## src/rtl/spm_pipe_mult_if.sv

```systemverilog
// spm_pipe_mult_if: operand/result bundle for the serial-parallel multiplier.
//   master (requester) drives start, clr, x, y.
//   slave  (multiplier) drives ready, busy, p, p_valid, product, done.
interface spm_pipe_mult_if #(
  parameter int WIDTH = 8
);
  logic               start;
  logic               clr;
  logic [WIDTH-1:0]   x;
  logic [WIDTH-1:0]   y;
  logic               ready;
  logic               busy;
  logic               p;
  logic               p_valid;
  logic [2*WIDTH-1:0] product;
  logic               done;

  modport master (
    output start, clr, x, y,
    input  ready, busy, p, p_valid, product, done
  );

  modport slave (
    input  start, clr, x, y,
    output ready, busy, p, p_valid, product, done
  );
endinterface

```

## src/rtl/spm_pipe_mult.sv

```systemverilog
// spm_pipe_mult: serial-parallel multiplier. x is held in parallel, y is fed
// LSB-first into a WIDTH-cell carry-save array, one product bit per cycle.
//   clk, rst : clock, asynchronous active-high reset
//   bus      : spm_pipe_mult_if.slave
//              start/clr/x/y in; ready/busy, serial p/p_valid,
//              parallel product/done out
// Build option: define SPM_SIGNED_EN for two's-complement operands.

// One carry-save cell. TCMP turns it into a serial two's complementer, used
// for the negatively weighted sign bit of x.
module spm_csa_cell #(
  parameter bit TCMP = 1'b0
) (
  input  logic clk,
  input  logic rst,
  input  logic clr,
  input  logic en,
  input  logic a,
  input  logic s_in,
  output logic s_nxt,
  output logic s_q
);
  logic c_q, c_nxt;

  generate
    if (TCMP) begin : g_tcmp
      // s_in is always 0 for the top cell; the state bit records
      // "a 1 has been seen", so the output stream is -A.
      assign s_nxt = a ^ s_in ^ c_q;
      assign c_nxt = a | c_q;
    end else begin : g_fa
      assign s_nxt = a ^ s_in ^ c_q;
      assign c_nxt = (a & s_in) | (a & c_q) | (s_in & c_q);
    end
  endgenerate

  always_ff @(posedge clk or posedge rst) begin
    if (rst) begin
      s_q <= 1'b0;
      c_q <= 1'b0;
    end else if (clr) begin
      s_q <= 1'b0;
      c_q <= 1'b0;
    end else if (en) begin
      s_q <= s_nxt;
      c_q <= c_nxt;
    end
  end
endmodule

module spm_pipe_mult #(
  parameter  int WIDTH = 8,
  localparam int CNT_W = $clog2(2*WIDTH+1)
) (
  input logic           clk,
  input logic           rst,
  spm_pipe_mult_if.slave bus
);
`ifdef SPM_SIGNED_EN
  localparam bit SIGNED_EN = 1'b1;
`else
  localparam bit SIGNED_EN = 1'b0;
`endif
  localparam logic [CNT_W-1:0] LAST = CNT_W'(2*WIDTH);

  typedef enum logic {IDLE, RUN} state_t;
  state_t state_q, state_d;

  logic               accept, step, finish, abort;
  logic [CNT_W-1:0]   cnt_q;
  logic [WIDTH-1:0]   x_q, y_q;
  logic [2*WIDTH-1:0] acc_q, product_q;
  logic               p_valid_q, done_q;
  logic [WIDTH-1:0]   a, s_in, s_nxt, s_q;
  logic               y_ext;

  // Next state / control strobes. clr wins over start and over completion.
  always_comb begin
    state_d = state_q;
    accept  = 1'b0;
    step    = 1'b0;
    finish  = 1'b0;
    abort   = 1'b0;
    case (state_q)
      IDLE: if (bus.start && !bus.clr) begin
        accept  = 1'b1;
        state_d = RUN;
      end
      RUN: if (bus.clr) begin
        abort   = 1'b1;
        state_d = IDLE;
      end else if (cnt_q == LAST) begin
        // last bit left the array on the previous edge
        finish  = 1'b1;
        state_d = IDLE;
      end else begin
        step    = 1'b1;
      end
      default: state_d = IDLE;
    endcase
  end

  always_ff @(posedge clk or posedge rst) begin
    if (rst) state_q <= IDLE;
    else     state_q <= state_d;
  end

  // y shifts right; once its own bits are used up the fill bit is the
  // extension (sign bit in the signed build, which is replicated in place).
  assign y_ext = SIGNED_EN ? y_q[WIDTH-1] : 1'b0;

  always_ff @(posedge clk or posedge rst) begin
    if (rst) begin
      cnt_q     <= '0;
      x_q       <= '0;
      y_q       <= '0;
      acc_q     <= '0;
      product_q <= '0;
      p_valid_q <= 1'b0;
      done_q    <= 1'b0;
    end else begin
      p_valid_q <= step;
      done_q    <= finish;
      if (accept) begin
        x_q   <= bus.x;
        y_q   <= bus.y;
        cnt_q <= '0;
        acc_q <= '0;
      end else if (abort) begin
        cnt_q <= '0;
      end else if (step) begin
        y_q   <= {y_ext, y_q[WIDTH-1:1]};
        cnt_q <= cnt_q + 1'b1;
        acc_q <= {s_nxt[0], acc_q[2*WIDTH-1:1]};
      end
      if (finish) product_q <= acc_q;
    end
  end

  // csa array: cell i adds x[i]&ybit to the sum arriving from cell i+1.
  assign a    = x_q & {WIDTH{y_q[0]}};
  assign s_in = {1'b0, s_q[WIDTH-1:1]};

  generate
    for (genvar i = 0; i < WIDTH; i++) begin : g_cell
      spm_csa_cell #(.TCMP(SIGNED_EN && (i == WIDTH-1))) u_cell (
        .clk  (clk),
        .rst  (rst),
        .clr  (accept | abort),
        .en   (step),
        .a    (a[i]),
        .s_in (s_in[i]),
        .s_nxt(s_nxt[i]),
        .s_q  (s_q[i])
      );
    end
  endgenerate

  // Cell 0's sum register is exactly the registered serial product bit.
  assign bus.p       = s_q[0];
  assign bus.p_valid = p_valid_q;
  assign bus.product = product_q;
  assign bus.done    = done_q;
  assign bus.ready   = (state_q == IDLE);
  assign bus.busy    = (state_q == RUN);
endmodule

```

## src/flat_wrapper.sv

```systemverilog
// flat-port wrapper written by rule: the top's interface ports become plain ports
module spm_pipe_mult_flat 
#(
  parameter  int WIDTH = 8,
  localparam int CNT_W = $clog2(2*WIDTH+1)
)
  (clk, rst, bus_start, bus_clr, bus_x, bus_y, bus_ready, bus_busy, bus_p, bus_p_valid, bus_product, bus_done);
  spm_pipe_mult_if #(.WIDTH(WIDTH)) bus_i ();
  input logic clk;
  input logic rst;
  input wire logic [$bits(bus_i.start)-1:0] bus_start;
  input wire logic [$bits(bus_i.clr)-1:0] bus_clr;
  input wire logic [$bits(bus_i.x)-1:0] bus_x;
  input wire logic [$bits(bus_i.y)-1:0] bus_y;
  output wire logic [$bits(bus_i.ready)-1:0] bus_ready;
  output wire logic [$bits(bus_i.busy)-1:0] bus_busy;
  output wire logic [$bits(bus_i.p)-1:0] bus_p;
  output wire logic [$bits(bus_i.p_valid)-1:0] bus_p_valid;
  output wire logic [$bits(bus_i.product)-1:0] bus_product;
  output wire logic [$bits(bus_i.done)-1:0] bus_done;
  assign bus_i.start = bus_start;
  assign bus_i.clr = bus_clr;
  assign bus_i.x = bus_x;
  assign bus_i.y = bus_y;
  assign bus_ready = bus_i.ready;
  assign bus_busy = bus_i.busy;
  assign bus_p = bus_i.p;
  assign bus_p_valid = bus_i.p_valid;
  assign bus_product = bus_i.product;
  assign bus_done = bus_i.done;
  spm_pipe_mult #(.WIDTH(WIDTH)) u_core (.clk(clk), .rst(rst), .bus(bus_i));
endmodule
```

## config.mk

```make
export PLATFORM = sky130hd
export DESIGN_NAME = spm_pipe_mult_flat
export DESIGN_NICKNAME = d
export VERILOG_FILES = /design/src/rtl/spm_pipe_mult_if.sv /design/src/rtl/spm_pipe_mult.sv /design/src/flat_wrapper.sv
export SDC_FILE = /design/constraint.sdc
export NUM_CORES = 1
export LEC_CHECK = 0
export CAP_MARGIN = 10
export CORE_UTILIZATION = 50
export CTS_BUF_LIST = sky130_fd_sc_hd__clkbuf_8
export DETAILED_ROUTE_END_ITERATION = 10
export GPL_TIMING_DRIVEN = 0
export PLACE_DENSITY = 0.73
export RECOVER_POWER = 25
export SLEW_MARGIN = 20
export SYNTH_ARGS = -nofsm -noshare
export SYNTH_HDL_FRONTEND = slang
export SYNTH_SLANG_ARGS = --single-unit
```

## constraint.sdc

```tcl
create_clock -name clk -period 4.1 [get_ports clk]
set_input_delay 0.615 -clock clk [delete_from_list [all_inputs] [get_ports clk]]
set_output_delay 0.615 -clock clk [all_outputs]
set_load 0.01 [all_outputs]
```

# Word-level counts from Yosys, hierarchy flattened
# Index checks and enable logic that the tools add are counted.
classes:
  n_reduce_logical: 6
  addsub: 1
  bitwise: 54
  mux: 52
  eq_ne: 2
ops:
  columns: ["operator", "count"]
  rows:
  - ["$mux W16", 3]
  - ["$mux W1", 42]
  - ["$mux W8", 3]
  - ["$and A1 B1 Y1", 22]
  - ["$mux W5", 3]
  - ["$or A1 B1 Y1", 15]
  - ["$xor A1 B1 Y1", 15]
  - ["$and A8 B8 Y8", 1]
  - ["$add A5 B1 Y5 const B", 1]
  - ["$eq A5 B5 Y1 const B", 1]
  - ["$reduce_bool A2 Y1", 2]
  - ["$reduce_bool A3 Y1", 1]
  - ["$ne A2 B1 Y1 const B", 1]
  - ["$pmux W1 S2", 1]
  - ["$reduce_and A2 Y1", 1]
  - ["$logic_and A1 B1 Y1", 1]
  - ["$logic_not A1 Y1", 1]
  - ["$not A1 Y1", 1]
totals:
  reg_bits: 72
  elab_cells: 139
  in_bits: 20

# Depth between registers and ports, before layout
depth:
  word_depth: 7
  ltp_mapped: 8
  ltp_nobuf: 6

# Hierarchy
# A second synthesis with hierarchy kept.
hier_totals:
  hier_cells: 285
  area_unflattened_um2: 3238.1
by_module_without_submodules:
  columns: ["module", "n_inst", "seq_area_each_um2", "area_each_um2", "cells_per_inst"]
  rows:
  - ["spm_pipe_mult", 1, 1401.3, 2427.3, 221]
  - ["spm_csa_cell", 8, 50.0, 101.3, 8]

# Worst setup path after synthesis
# OpenSTA, ideal clock, no wires.
synth_path:
  kind: "in2reg"
  startpoint: "input port bus_clr"
  endpoint: "register u_core.g_cell[0].u_cell.c_q"
  arrival_time_ps: 1591
  setup_time_ps: 126
  t_required_ps: 3974
  path_buffers: 3
  path_stages: 6
  slack_ps: 2384
  cell_sequence: "or3b_1 -> buf_2 -> o211a_1 -> buf_6 -> buf_6 -> o2bb2ai_2"
synth_between:
  elab_chain_cells: 6
  elab_cells_between_ends: 11
synth_lines:
  columns: ["item", "line_no", "rtl"]
  rows:
  - ["start: declaration", "flat_wrapper.sv:12", "input wire logic [$bits(bus_i.clr)-1:0] bus_clr;"]
  - ["$logic_not A1 Y1", "spm_pipe_mult.sv:85", "IDLE: if (bus.start && !bus.clr) begin"]
  - ["$logic_and A1 B1 Y1", "spm_pipe_mult.sv:85", null]
  - ["$mux W1", "spm_pipe_mult.sv:85", null]
  - ["$mux W1", "spm_pipe_mult.sv:84", "case (state_q)"]
  - ["$or A1 B1 Y1", "spm_pipe_mult.sv:149", ".clr (accept | abort),"]
  - ["$mux W1 or $reduce_bool A2 Y1 (tied branches)", null, null]
  - ["end signal: assignment", "spm_pipe_mult.sv:46", "c_q <= c_nxt;"]
  - ["end: declaration", "spm_pipe_mult.sv:23", "logic c_q, c_nxt;"]
# Several ways; a longest one is shown, not always the timed one.
# A chain may end at the register's enable or synchronous reset.

==> results by group <==
Outcome
  • Outcome: finished clean

CTS
  • CTS tree: yes
  • CTS Hold Bufs: 0
  • CTS resizes: 0
  • Clock slew at reported path FFs: 70 ps
  • Num CTS Buffers: 9
  • Clock buffer depth: 2
  • Clock Latency Late Sink: about 360 ps
  • TritonCTS Sinks: 72
  • Root Buffer: clkbuf_8
  • CTS H-tree lvls: 3
  • # Post-CTS Setup Buffers: 0

Power
  • Pleak: 1.75 nW
  • Peak VDD IR: 216 uV
  • Power density cells: roughly 390 mW/mm^2
  • Power Total: about 1.5 mW

Worst hold path
  • Hold path depth: 2
  • Hold Path Class: flip-flop to flip-flop

Floorplan
  • Die Width: 82.3 um
  • Die Y: 82.3 um
  • I/O pin count: just over 40
  • Initial Utilization: 53.1%
  • Die area: slightly below 0.007 mm^2
  • Rows: 28
  • Core footprint: 0.00606 mm^2

Worst setup path
  • R2R depth: 8
  • CP Data Arrival Time: roughly 2800 ps
  • Worst path cell trace: dlygate4sd3_1, clkinvlp_2, clkbuf_2
  • CP max stage delay: approximately 1000 ps
  • Stages on worst setup path: 3
  • CP Launch Type: primary input
  • Worst-path maximum fanout: 52
  • Worst setup path class: primary input to asynchronous set/reset pin
  • CP max-delay cell: clkbuf_2
  • Setup crit end kind: asynchronous set/reset pin
  • CP required: 4370 ps
  • CP delay by family, top: buffers and inverters
  • WP buf/inv: 3

Final layout
  • Area delta synth->final: 21.1%
  • NumNets Final: between 300 and 400
  • # diodes: 0
  • Non-Filler Instances: 403
  • Final design utilization: approximately 64%
  • Layout cells sized above 1: 18.3%

Global route
  • Aggregate global routing overflow: 0
  • Largest net degree at the start of global routing: between 50 and 60
  • Initial antenna violation count: 0
  • Vias in the first global route: 2106
  • GRT Total Usage: 20.8%
  • First-pass GRT wire length: 10.0 mm

Synthesis
  • Warnings, synthesis: 0
  • Part of the Yosys area used for sequential elements: approximately 56%
  • Synthesized area: 0.00322 mm^2
  • Post-Syn Instances: 271
  • Post-Syn Area per Cell: approximately 12 um^2
  • Ys flop type: dfrtp_1
  • Top cells by area, synth: dfrtp_1, nand2_1, mux2_2, o2bb2ai_2, fa_1
  • Syn nets: 301
  • EDFF count, synth: 0
  • Register bit total from synthesis: 72
  • Share of the synthesized area in the top cell type: 55.9%
  • Async set-reset flop share out of synthesis: 100%
  • Dominant cell type by area after synthesis: dfrtp_1
  • Yosys cell types: 36

Route
  • ANT nets after route: 0
  • DR pass1 iterations: 4
  • Metal2 WL: about 2.7 mm
  • Post-Route WL: approximately 6.0 mm
  • Via density: 5.40
  • Number of remaining DRC errors: 0
  • M1 wire length: 2.92 mm
  • DR vias: between 2000 and 2500
  • 1st-iter DRT viols: 117
  • DR WL/cell: 14.9 um
  • Max Used Layer: met4
  • Met3 wire len: 208 um

STA
  • Final TNS setup: 0 ps
  • Final cycle utilization of the critical path: about three fifths
  • Final setup viols: 0
  • Fin Clk Skew: just under 8 ps
  • Min Clock Period, post-route: 2540 ps
  • Worst-Margin Slew: approximately 1300 ps
  • Fmax: ~390 MHz
  • Slew Viols, Final: 0
  • RSZ-0062 raised after global routing: false
  • Slew headroom: 16.6%
  • Final Hold Viols: 0

Place
  • Port buffer count: 40
  • Placed Instances: around 390
  • Post-DP HPWL: 4.05 mm
  • Gp weighted congestion: 0.705

Run
  • Max_cap viols: 0
## layout make-up
type	instances	area [um^2]
Multi-Input combinational cell	162	1230
Fill cell	482	2160
Buffer	16	110
Clock buffer	10	138
Sequential cell	72	1800
Tap cell	75	93.8
Clock inverter	6	42.5
Timing Repair Buffer	41	405
Inverter	21	80.1
## through the flow
stage	cell area, um^2	hold slack [ps]	setup WS [ps]
after global routing	3900	493	1170
after global placement	3710	453	460
after floorplan	3220	437	1660
after CTS	3930	482	2070
after detailed placement	3740	464	1710
final	3900	480	1560
## final timing paths
check	startpoint	end	slack [ps]
max in group clk	bus_clr	u_core.x_q[2]	2060
min in group asynchronous	rst	u_core.g_cell[1].u_cell.c_q	870
setup / recovery	rst	u_core.bus.busy	1560
setup reg to reg	u_core.cnt_q[0]	u_core.y_q[0]	2310
hold reg to reg	u_core.x_q[6]	u_core.x_q[6]	480
hold / removal	u_core.x_q[6]	u_core.x_q[6]	480
## routing by layer
| layer | track usage [%] | up-vias |
|---|---|---|
| met2 | 29.1 | 53 |
| met4 | 13.7 | 0 |
| met5 | 0 | - |
| li1 | - | 1029 |
| met1 | 29.2 | 1080 |
| met3 | 4.51 | 15 |
## power breakdown
| part | switching, mW | internal (mW) | total [mW] |
|---|---|---|---|
| clock network | 0.277 | 0.238 | 0.515 |
| logic | 0.117 | 0.0986 | 0.216 |
| registers | 0.0402 | 0.767 | 0.807 |
| total | 0.434 | 1.10 | 1.54 |
## logic make-up after synthesis
group,after synthesis,synth area share [%]
xor+xnor,1,0.272
simple gates,83,12.5
compound gates,49,13.2
mux,19,6.68
flops,72,55.9
buf+inv,37,5.87
fa+ha+maj,10,5.52
## Yosys cell counts, types with 5 or more instances
cell type   n
mux2_2     14
nand3_1    20
o2bb2ai_2  10
nand2_1    47
and2_1      7
fa_1        7
a221o_1     6
dfrtp_1    72
a21oi_1     5
o21ai_0    16
inv_1      20
## cell usage in the layout (no fill, tap or decap), drive strengths merged, types with 2 or more instances in the layout
cell           synthesis  routed
mux2i                  2       2
clkinvlp               0       3
o21ai                 16      16
a21oi                  6       6
clkbuf                 3      14
a221o                  6       6
buf                   13      13
and2                   7       7
fa                     7       7
mux2                  17      17
dfrtp                 72      72
ha                     3       3
clkinv                 0       2
a22o                   4       4
o2bb2ai               14      14
nand2                 49      49
inv                   21      22
nand3                 20      20
clkdlybuf4s50          0      39
## registers in the layout, indices dropped and copies added (netlist names)
signal,flops
u_core.acc_q,16
u_core.bus.product,16
u_core.g_cell.u_cell.c_q,8
u_core.g_cell.u_cell.s_q,8
u_core.x_q,8
u_core.y_q,8
u_core.cnt_q,5
u_core.bus.busy,1
u_core.bus.done,1
u_core.bus.p_valid,1
## worst min-delay path: cells and delay by family, from the launching register on
kind          cells  cell delay, ps
flops             1             340
simple gates      2             110
No activity file was read; power rests on OpenSTA's default activity.
